--- src/rtl/mult_job_sequencer_pkg.sv ---
// Shared definitions for the multiplier job sequencer.
//   seq_state_t  : sequencer FSM encoding (IDLE/START/WAIT/HOLD)
//   ctrl_state_t : state codes reported by the multiplier control FSM
//   PROD_W       : product width
package mult_seq_pkg;

    localparam int PROD_W = 16;

    typedef enum logic [1:0] {
        S_IDLE  = 2'd0,
        S_START = 2'd1,
        S_WAIT  = 2'd2,
        S_HOLD  = 2'd3
    } seq_state_t;

    typedef enum logic [2:0] {
        IDLE_C      = 3'b000,
        LSB_C       = 3'b001,
        MID_C       = 3'b010,
        MSB_C       = 3'b011,
        CALC_DONE_C = 3'b100,
        ERR_C       = 3'b101
    } ctrl_state_t;

endpackage

--- src/rtl/mult_job_sequencer_if.sv ---
// Bundle of the sequencer's job-side and multiplier-side signals.
//   slave  : the sequencer's view (drives in_ready, results, multiplier start/operands, busy)
//   master : the surrounding logic's view (drives jobs, out_ready, multiplier status)
interface mult_job_sequencer_if;
    import mult_seq_pkg::*;

    logic              in_valid;
    logic              in_ready;
    logic [7:0]        in_a;
    logic [7:0]        in_b;
    logic              out_valid;
    logic              out_ready;
    logic [PROD_W-1:0] out_product;
    logic              out_error;
    logic              mult_start;
    logic [7:0]        mult_dataa;
    logic [7:0]        mult_datab;
    logic              mult_done;
    logic [PROD_W-1:0] mult_product;
    logic [2:0]        mult_state;
    logic              busy;

    modport slave (
        input  in_valid, in_a, in_b, out_ready, mult_done, mult_product, mult_state,
        output in_ready, out_valid, out_product, out_error, mult_start,
               mult_dataa, mult_datab, busy
    );

    modport master (
        output in_valid, in_a, in_b, out_ready, mult_done, mult_product, mult_state,
        input  in_ready, out_valid, out_product, out_error, mult_start,
               mult_dataa, mult_datab, busy
    );

endinterface

--- src/rtl/mult_seq_timer.sv ---
// 8-bit wait timer for the job sequencer.
//   clk, reset_a : clock, synchronous active-high reset
//   clr          : synchronous clear to 0 (wins over en)
//   en           : increment
//   tc           : count has reached TIMEOUT-1
module mult_seq_timer #(
    parameter int TIMEOUT = 8
) (
    input  logic clk,
    input  logic reset_a,
    input  logic clr,
    input  logic en,
    output logic tc
);

    localparam logic [7:0] TC_VAL = 8'(TIMEOUT - 1);

    logic [7:0] count;

    always_ff @(posedge clk) begin
        if (reset_a || clr) begin
            count <= 8'd0;
        end else if (en) begin
            count <= count + 8'd1;
        end
    end

    assign tc = (count == TC_VAL);

endmodule

--- src/rtl/mult_job_sequencer.sv ---
// Job front end for the 8x8 sequential multiplier: takes an operand pair,
// pulses mult_start once, holds operands while the multiply runs, then
// returns the product (or an error result on controller error / timeout).
//   clk, reset_a : clock, synchronous active-high reset (shared with controller)
//   bus          : job handshake, result handshake and multiplier control signals
//   TIMEOUT      : max WAIT cycles for mult_done (5..255)
module mult_job_sequencer
    import mult_seq_pkg::*;
#(
    parameter int TIMEOUT = 8
) (
    input  logic                 clk,
    input  logic                 reset_a,
    mult_job_sequencer_if.slave  bus
);

    seq_state_t        state;
    logic [7:0]        op_a, op_b;
    logic [PROD_W-1:0] prod_r;
    logic              err_r;
    logic              out_valid_r;
    logic              start_r;
    logic              busy_r;

    logic              tmr_tc;
    logic              wait_fail;
    logic              tmr_en;

    // Controller error and timeout share one outcome; done takes priority.
    assign wait_fail = (bus.mult_state == ERR_C) || tmr_tc;
    assign tmr_en    = (state == S_WAIT) && !bus.mult_done && !wait_fail;

    mult_seq_timer #(.TIMEOUT(TIMEOUT)) u_timer (
        .clk     (clk),
        .reset_a (reset_a),
        .clr     (state == S_START),
        .en      (tmr_en),
        .tc      (tmr_tc)
    );

    // In HOLD a new pair is taken only together with the result handoff,
    // which lets back-to-back jobs skip the IDLE cycle.
    assign bus.in_ready = (state == S_IDLE) ||
                          ((state == S_HOLD) && bus.out_ready && bus.in_valid);

    always_ff @(posedge clk) begin
        if (reset_a) begin
            state       <= S_IDLE;
            op_a        <= 8'd0;
            op_b        <= 8'd0;
            prod_r      <= '0;
            err_r       <= 1'b0;
            out_valid_r <= 1'b0;
            start_r     <= 1'b0;
            busy_r      <= 1'b0;
        end else begin
            case (state)
                S_IDLE: begin
                    if (bus.in_valid) begin
                        op_a    <= bus.in_a;
                        op_b    <= bus.in_b;
                        start_r <= 1'b1;
                        busy_r  <= 1'b1;
                        state   <= S_START;
                    end
                end
                S_START: begin
                    start_r <= 1'b0;
                    state   <= S_WAIT;
                end
                S_WAIT: begin
                    if (bus.mult_done) begin
                        prod_r      <= bus.mult_product;
                        err_r       <= 1'b0;
                        out_valid_r <= 1'b1;
                        state       <= S_HOLD;
                    end else if (wait_fail) begin
                        prod_r      <= '0;
                        err_r       <= 1'b1;
                        out_valid_r <= 1'b1;
                        state       <= S_HOLD;
                    end
                end
                S_HOLD: begin
                    if (bus.out_ready) begin
                        out_valid_r <= 1'b0;
                        if (bus.in_valid) begin
                            op_a    <= bus.in_a;
                            op_b    <= bus.in_b;
                            start_r <= 1'b1;
                            state   <= S_START;
                        end else begin
                            busy_r <= 1'b0;
                            state  <= S_IDLE;
                        end
                    end
                end
                default: state <= S_IDLE;
            endcase
        end
    end

    assign bus.out_valid   = out_valid_r;
    assign bus.out_product = prod_r;
    assign bus.out_error   = err_r;
    assign bus.mult_start  = start_r;
    assign bus.mult_dataa  = op_a;
    assign bus.mult_datab  = op_b;
    assign bus.busy        = busy_r;

endmodule

--- src/flat_wrapper.sv ---
// flat-port wrapper written by rule: the top's interface ports become plain ports
module mult_job_sequencer_flat import mult_seq_pkg::*;
#(
    parameter int TIMEOUT = 8
)
  (clk, reset_a, bus_in_valid, bus_in_a, bus_in_b, bus_out_ready, bus_mult_done, bus_mult_product, bus_mult_state, bus_in_ready, bus_out_valid, bus_out_product, bus_out_error, bus_mult_start, bus_mult_dataa, bus_mult_datab, bus_busy);
  mult_job_sequencer_if bus_i ();
  input  logic clk;
  input  logic reset_a;
  input wire logic [$bits(bus_i.in_valid)-1:0] bus_in_valid;
  input wire logic [$bits(bus_i.in_a)-1:0] bus_in_a;
  input wire logic [$bits(bus_i.in_b)-1:0] bus_in_b;
  input wire logic [$bits(bus_i.out_ready)-1:0] bus_out_ready;
  input wire logic [$bits(bus_i.mult_done)-1:0] bus_mult_done;
  input wire logic [$bits(bus_i.mult_product)-1:0] bus_mult_product;
  input wire logic [$bits(bus_i.mult_state)-1:0] bus_mult_state;
  output wire logic [$bits(bus_i.in_ready)-1:0] bus_in_ready;
  output wire logic [$bits(bus_i.out_valid)-1:0] bus_out_valid;
  output wire logic [$bits(bus_i.out_product)-1:0] bus_out_product;
  output wire logic [$bits(bus_i.out_error)-1:0] bus_out_error;
  output wire logic [$bits(bus_i.mult_start)-1:0] bus_mult_start;
  output wire logic [$bits(bus_i.mult_dataa)-1:0] bus_mult_dataa;
  output wire logic [$bits(bus_i.mult_datab)-1:0] bus_mult_datab;
  output wire logic [$bits(bus_i.busy)-1:0] bus_busy;
  assign bus_i.in_valid = bus_in_valid;
  assign bus_i.in_a = bus_in_a;
  assign bus_i.in_b = bus_in_b;
  assign bus_i.out_ready = bus_out_ready;
  assign bus_i.mult_done = bus_mult_done;
  assign bus_i.mult_product = bus_mult_product;
  assign bus_i.mult_state = bus_mult_state;
  assign bus_in_ready = bus_i.in_ready;
  assign bus_out_valid = bus_i.out_valid;
  assign bus_out_product = bus_i.out_product;
  assign bus_out_error = bus_i.out_error;
  assign bus_mult_start = bus_i.mult_start;
  assign bus_mult_dataa = bus_i.mult_dataa;
  assign bus_mult_datab = bus_i.mult_datab;
  assign bus_busy = bus_i.busy;
  mult_job_sequencer #(.TIMEOUT(TIMEOUT)) u_core (.clk(clk), .reset_a(reset_a), .bus(bus_i));
endmodule
--- config.mk ---
export PLATFORM = sky130hd
export DESIGN_NAME = mult_job_sequencer_flat
export DESIGN_NICKNAME = d
export VERILOG_FILES = /design/src/rtl/mult_job_sequencer_pkg.sv /design/src/rtl/mult_job_sequencer_if.sv /design/src/rtl/mult_seq_timer.sv /design/src/rtl/mult_job_sequencer.sv /design/src/flat_wrapper.sv
export SDC_FILE = /design/constraint.sdc
export NUM_CORES = 1
export LEC_CHECK = 0
export BUFFER_PORTS_ARGS = -buffer_cell sky130_fd_sc_hd__buf_2
export CORE_ASPECT_RATIO = 1.75
export CORE_MARGIN = 4
export CORE_UTILIZATION = 40
export CTS_BUF_LIST = sky130_fd_sc_hd__clkbuf_4 sky130_fd_sc_hd__clkbuf_8
export DETAILED_ROUTE_END_ITERATION = 6
export GPL_ROUTABILITY_DRIVEN = 0
export PLACE_DENSITY = 0.79
export SLEW_MARGIN = 20
export SYNTH_ARGS = -nofsm -noshare
export SYNTH_HDL_FRONTEND = slang
export SYNTH_SLANG_ARGS = --single-unit
--- constraint.sdc ---
create_clock -name clk -period 2.4 [get_ports clk]
set_clock_uncertainty 0.2 [all_clocks]
set_input_delay 0.12 -clock clk [delete_from_list [all_inputs] [get_ports clk]]
set_output_delay 0.12 -clock clk [all_outputs]
set_load 0.01 [all_outputs]
### After elaboration in Yosys (flattened, before gate mapping)

Cells that the tools add are included.

* add/sub/neg operators: 1
* eq/ne operators: 9
* multiplexer cells: 26
* reductions and logical operators: 20

Operators by type and width (number)
* two-way mux 16 bit: 2
* two-way mux 8 bit: 4
* one-hot mux 8 bit (2 select lines): 2
* two-way mux 1 bit: 10
* adder 8 x 1 -> 8 bit, second input constant: 1
* equality test 8 x 3 -> 1 bit, second input constant: 1
* two-way mux 2 bit: 4
* one-hot mux 2 bit (4 select lines): 1
* != test 2 bit, second input constant: 3
* AND reduction 2 bit: 3
* AND reduction 3 bit: 2
* nonzero test 2 bit: 3
* equality test 2 bit, second input constant: 2
* logical AND 1 bit: 4
* one-hot mux 1 bit (2 select lines): 2
* AND reduction 4 bit: 1
* equality test 3 bit, second input constant: 1
* logical OR 1 bit: 3
* != test 3 x 2 -> 1 bit, second input constant: 1
* one-hot mux 1 bit (3 select lines): 1
* nonzero test 3 bit: 1
* equality test 2 x 1 -> 1 bit, second input constant: 1
* logical NOT 1 bit: 2
* logical NOT 2 bit: 1

* word-level logic and storage cells: 65
* output and inout port bits: 37
* register bits after elaboration: 46
* input bits: 40

### Longest topological paths before layout

* depth in word-level cells: 5
* mapped depth: 7
* depth with buffers taken out: 6

### Modules after synthesis

Synthesis repeated with hierarchy kept, for this count alone.

* cell total of the unflattened synthesis: 190
* area, all modules: 1874.3 um2

By module, submodules not included
* mult_job_sequencer: area each 1497.7 um2, seq. area each 760.7 um2, cells an instance 148, instances 1
* mult_seq_timer: area each 376.6 um2, seq. area each 160.2 um2, cells an instance 42, instances 1

### Worst setup path after synthesis

OpenSTA, ideal clock, no wires.

* kind: register -> register
* start: reg u_core.state[1]
* end: reg u_core.op_a[0], in the netlist u_core.bus.mult_dataa[0]
* required time: 2072 ps
* stages on the path, launching flop included: 7
* setup time: 128 ps
* arrival time: 1659 ps
* setup slack: 413 ps
* cells stage by stage: dfxtp_1 > ha_1 > mux2_2 > nand2_1 > buf_4 > mux2i_1 > nor2_1

* longest elaborated chain between the ends: 3

Ends and longest elaborated chain
* start, declared: line mult_job_sequencer.sv:17 `seq_state_t state;`
* start signal, assigned: line mult_job_sequencer.sv:48 `state <= S_IDLE;`
* start signal, assigned: line mult_job_sequencer.sv:64 `state <= S_START;`
* start signal, assigned: line mult_job_sequencer.sv:69 `state <= S_WAIT;`
* equality test 2 bit / logical NOT 2 bit (equally long branches): line mult_job_sequencer.sv:57 `case (state)`
* != test 2 bit (no source line) / nonzero test 2 bit (equally long branches)
* AND reduction 2 bit (no source line)
* end signal, assigned: line mult_job_sequencer.sv:60 `op_a <= bus.in_a;`
* end signal, assigned: line mult_job_sequencer.sv:88 `op_a <= bus.in_a;`
* end, declared: line mult_job_sequencer.sv:18 `logic [7:0] op_a, op_b;`

Parallel ways exist; a longest one is shown, timed or not.
A chain may end at the register's enable or synchronous reset.

### Final worst setup path

* start: reg u_core.u_timer.count[0]
* end: reg u_core.prod_r[6], in the netlist u_core.bus.out_product[6]

* longest elaborated chain between the ends: 4

Ends and longest elaborated chain
* start, declared: line mult_seq_timer.sv:18 `logic [7:0] count;`
* start signal, assigned: line mult_seq_timer.sv:24 `count <= count + 8'd1;`
* equality test 8 x 3 -> 1 bit: line mult_seq_timer.sv:28 `assign tc = (count == TC_VAL);`
* logical OR 1 bit: line mult_job_sequencer.sv:30 `assign wait_fail = (bus.mult_state == ERR_C) || tmr_tc;`
* nonzero test 2 bit (no source line)
* AND reduction 2 bit (no source line)
* end signal, assigned: line mult_job_sequencer.sv:73 `prod_r <= bus.mult_product;`
* end, declared: line mult_job_sequencer.sv:19 `logic [PROD_W-1:0] prod_r;`

Every way passes these cells.

==> results.txt <==
The logic depth of the worst register-to-register path came out at 6. The average instance in the mapped netlist occupies ~10 µm². The worst-case clock buffer depth is 2. The number of ports placed on the die boundary is 77. The total length of routed wires is a little over 5 mm. The count of endpoints failing hold in the final timing report is 0. The sequential cells in the finished layout cover a total of roughly 920 µm². Counting every instance in the synthesized netlist gives 188. Setup repair after global routing left no endpoint under its margin. The post-detailed-route via-to-cell ratio is between 5 and 6. The HPWL reported at the end of detailed placement is approximately 3.3 mm. For the pin with the worst max-slew slack, the measured transition is ~0.98 ns. Of the cells placed in the final design, the portion with a size suffix greater than 1 is between 30% and 40%. After detailed routing, the number of remaining DRC violations is 0. 0 antenna diodes ended up in the layout. The clock transition at the registers of the reported paths came out at roughly 0.090 ns.

The most critical setup path has its startpoint at u_core.u_timer.count[0]. The max-slew violation total from the final report is 0. The number of distinct standard cells referenced by the synthesized netlist is 38.

The largest fanout on the critical path is 16. STA classifies the critical path startpoint as a flip-flop. In the final routed layout, each cell accounts on average for between 10 and 15 µm. The via count of the first global-routing pass came out at about 1900. The minimum clock period after layout came out at between 2 and 2.5 ns. The fill cell instance count of the final layout is roughly 410. The worst reg2reg path endpoint is u_core.bus.out_product[6].

The number of I/O port buffers is 76. The total area of multi-input combinational cells came out at 895 µm². The required time of the worst setup path is 2.40 ns. The worst-case IR drop observed on VDD is 0.000582 V. The area growth from synthesis to final layout is 45.9%. The post-synth net total is roughly 230. The residual antenna-violating net count after detailed routing came out at 0.

The reg-to-reg startpoint is u_core.u_timer.count[0]. The number of placed instances with taps included came out at roughly 310. For the final routed database, the setup TNS stands at 0 ns. Yosys mapped a number of flops with a built-in enable equal to 0. Summing internal, switching and leakage power gives approximately 2.2 mW. The detailed-router iteration count before antenna repair came out at 4. In this run the worst hold path is classified as input pin to flip-flop. The finished layout holds about 350 standard cells, fillers aside. After global routing the overflow that remains totals 0. Yosys printed 0 warnings.

The worst-case register-to-register setup slack came out at 0.18 ns. The die area is about 6000 µm². The total routing usage reported by global routing came out at 18.5%.

The utilization of the core after routing came out at a little under 60%. The total number of H-tree levels came out at 2. At the worst endpoint, the arrival time is 2.21 ns. In the finished design, the share of the clock period the worst path needs comes to between 90% and 100%. Entering global routing, the biggest net connects 30 pins. The areal power density over the cells is about 800 nW/µm².

Summing every instance area after synthesis gives roughly 1900 µm². The clock latency on the worst-skew pair came out at 0.30 ns. In this run the tightest slew margin relative to its limit is roughly 34%. The net count of the finished layout is approximately 350. The floorplan die width came out at 60.1 µm. In this run the worst setup path terminates at u_core.bus.out_product[6]. In this run, synthesis produced a sequential element count of between 40 and 50. STA classifies the critical path endpoint as a flip-flop. Static timing analysis puts the maximum clock frequency at 0.451 GHz. The root buffer cell chosen for the clock tree is sky130_fd_sc_hd__clkbuf_8. Once placement finished, the instance area stood at between 2000 and 2500 µm².

The row count is 33. Among all flip-flop cells after synthesis, the most frequent one is sky130_fd_sc_hd__dfxtp_1. For this run, asynchronously set or reset flops after synthesis account for 0%. The count of instances resized after the clock tree is built is 0.

The worst hold slack across all endpoints is 0.0811 ns. Measured along the y axis, the die boundary spans between 90 and 100 µm. The DRC marker count from the first detailed-route iteration is between 50 and 60. The final worst setup slack is ~0.18 ns. The setup path with the least slack is of type flip-flop to flip-flop.

The wire length of the first global-routing pass came out at 8.54 mm. The CTS tree is done. OpenSTA, run right after detailed placement, puts the worst setup slack at around 0.15 ns. Setup violations remaining at the end of the flow were counted as 0. The sequential area share after synthesis came out at approximately 48%. The initial cell density of the core came out at 40.8%. The number of antenna violations at the first check in global routing is 0. The reported leakage power is 1.33 nW. The final instance area is roughly 2800 µm².

The number of clock sinks came out at 46. The max capacitance violation total is 0. The flow ran to the end, and the final reports show no timing, DRC or antenna violations.

The placeable core region is between 4000 and 5000 µm². The final route contains 1814 vias. The number of clock buffers inserted by TritonCTS came out at 5.
## worst min path at each step
stage | depth (start not counted) | startpoint | slack [ns] | end
after floorplan | 1 | bus_mult_done | 0.03 | u_core.bus.out_error
final | 2 | reset_a | 0.08 | u_core.bus.mult_dataa[3]
after global routing | 2 | reset_a | 0.11 | u_core.bus.mult_datab[5]
after CTS | 2 | reset_a | 0.07 | u_core.bus.mult_dataa[7]
after detailed placement | 2 | bus_mult_product[5] | 0.14 | u_core.bus.out_product[5]
after global placement | 2 | bus_mult_product[15] | 0.14 | u_core.bus.out_product[15]
## timing repair
action                     in CTS  in global routing
hold endpoints to repair       36                  0
setup endpoints to repair       0                 16
setup buffers                   0                  1
hold buffers                   35                  0
## cell families (layout without fill, tap and decap cells)
family	after synthesis	in the layout	synth area share (%)
AOI/OAI and AO/OA	40	40	17.2
xor gates and xnor gates	3	3	1.38
adders and majority gates	6	6	3.94
buffers and inverters	18	130	4.60
DFF	46	46	48.4
muxes	19	19	10.1
and+or+nand+nor	56	56	14.4
## cell usage in the layout, fill, tap and decap left out, types with 2 or more instances in the layout
cell type                       count
sky130_fd_sc_hd__nand3_1            7
sky130_fd_sc_hd__a211oi_1           3
sky130_fd_sc_hd__ha_1               6
sky130_fd_sc_hd__a22o_1            16
sky130_fd_sc_hd__a221oi_1           3
sky130_fd_sc_hd__o21ai_0            3
sky130_fd_sc_hd__buf_2             76
sky130_fd_sc_hd__or2_2              2
sky130_fd_sc_hd__o31ai_1            2
sky130_fd_sc_hd__a21oi_1            6
sky130_fd_sc_hd__dfxtp_1           46
sky130_fd_sc_hd__clkinvlp_4         2
sky130_fd_sc_hd__nand4_1            2
sky130_fd_sc_hd__mux2i_1           18
sky130_fd_sc_hd__a21boi_0           2
sky130_fd_sc_hd__nor4b_1            2
sky130_fd_sc_hd__dlygate4sd3_1     35
sky130_fd_sc_hd__nand2_1            4
sky130_fd_sc_hd__inv_1              6
sky130_fd_sc_hd__clkbuf_8           5
sky130_fd_sc_hd__nor2_1            26
sky130_fd_sc_hd__xnor2_1            3
sky130_fd_sc_hd__nor4_1             2
sky130_fd_sc_hd__or3_1              2
sky130_fd_sc_hd__nand2b_1           3
sky130_fd_sc_hd__buf_4              4
## routing by layer
layer  vias up  routed length, µm  track usage, %
li1        897                  -               -
met3        15                244            3.77
met1       847               1830            18.5
met2        55               2800            33.8
met5         -                  0               0
met4         0                176            9.56
## cell usage after synthesis, types with 4 or more instances
cell	number	area, µm²
sky130_fd_sc_hd__a22o_1	16	140
sky130_fd_sc_hd__inv_1	6	22.5
sky130_fd_sc_hd__mux2i_1	18	180
sky130_fd_sc_hd__nand3_1	7	35.0
sky130_fd_sc_hd__a21oi_1	6	30.0
sky130_fd_sc_hd__nor2_1	26	97.6
sky130_fd_sc_hd__nand2_1	4	15.0
sky130_fd_sc_hd__dfxtp_1	46	921
sky130_fd_sc_hd__clkbuf_1	6	22.5
sky130_fd_sc_hd__ha_1	6	75.1
## worst max-delay path, cell delays in order, from the launching register on
cell and delay, ns:
sky130_fd_sc_hd__dfxtp_1 0.41, sky130_fd_sc_hd__ha_1 0.26, sky130_fd_sc_hd__nor4b_1 0.32, sky130_fd_sc_hd__and3_1 0.42, sky130_fd_sc_hd__o41ai_4 0.14, sky130_fd_sc_hd__buf_12 0.17
sky130_fd_sc_hd__a22o_1 0.18
## flip-flops by register name, summed over array words and instances, names as in the netlist
signal / flops
u_core.bus.busy: 1
u_core.bus.mult_dataa: 8
u_core.bus.mult_datab: 8
u_core.bus.mult_start: 1
u_core.bus.out_error: 1
u_core.bus.out_product: 16
u_core.bus.out_valid: 1
u_core.state: 2
u_core.u_timer.count: 8
## final cells by class
cell class | instances | share of cell area (%)
Clock buffer | 5 | 2.48
Multi-Input combinational cell | 124 | 32.2
Tap cell | 52 | 2.34
Inverter | 6 | 0.811
Timing Repair Buffer | 116 | 28.1
Clock inverter | 3 | 0.856
Sequential cell | 46 | 33.2
## power by group
part	switching, mW	internal [mW]	leakage, nW
Sequential	0.0663	0.874	0.375
Combinational	0.389	0.387	0.911
Clock	0.286	0.209	0.0408
No activity file was read; power rests on OpenSTA's default activity.
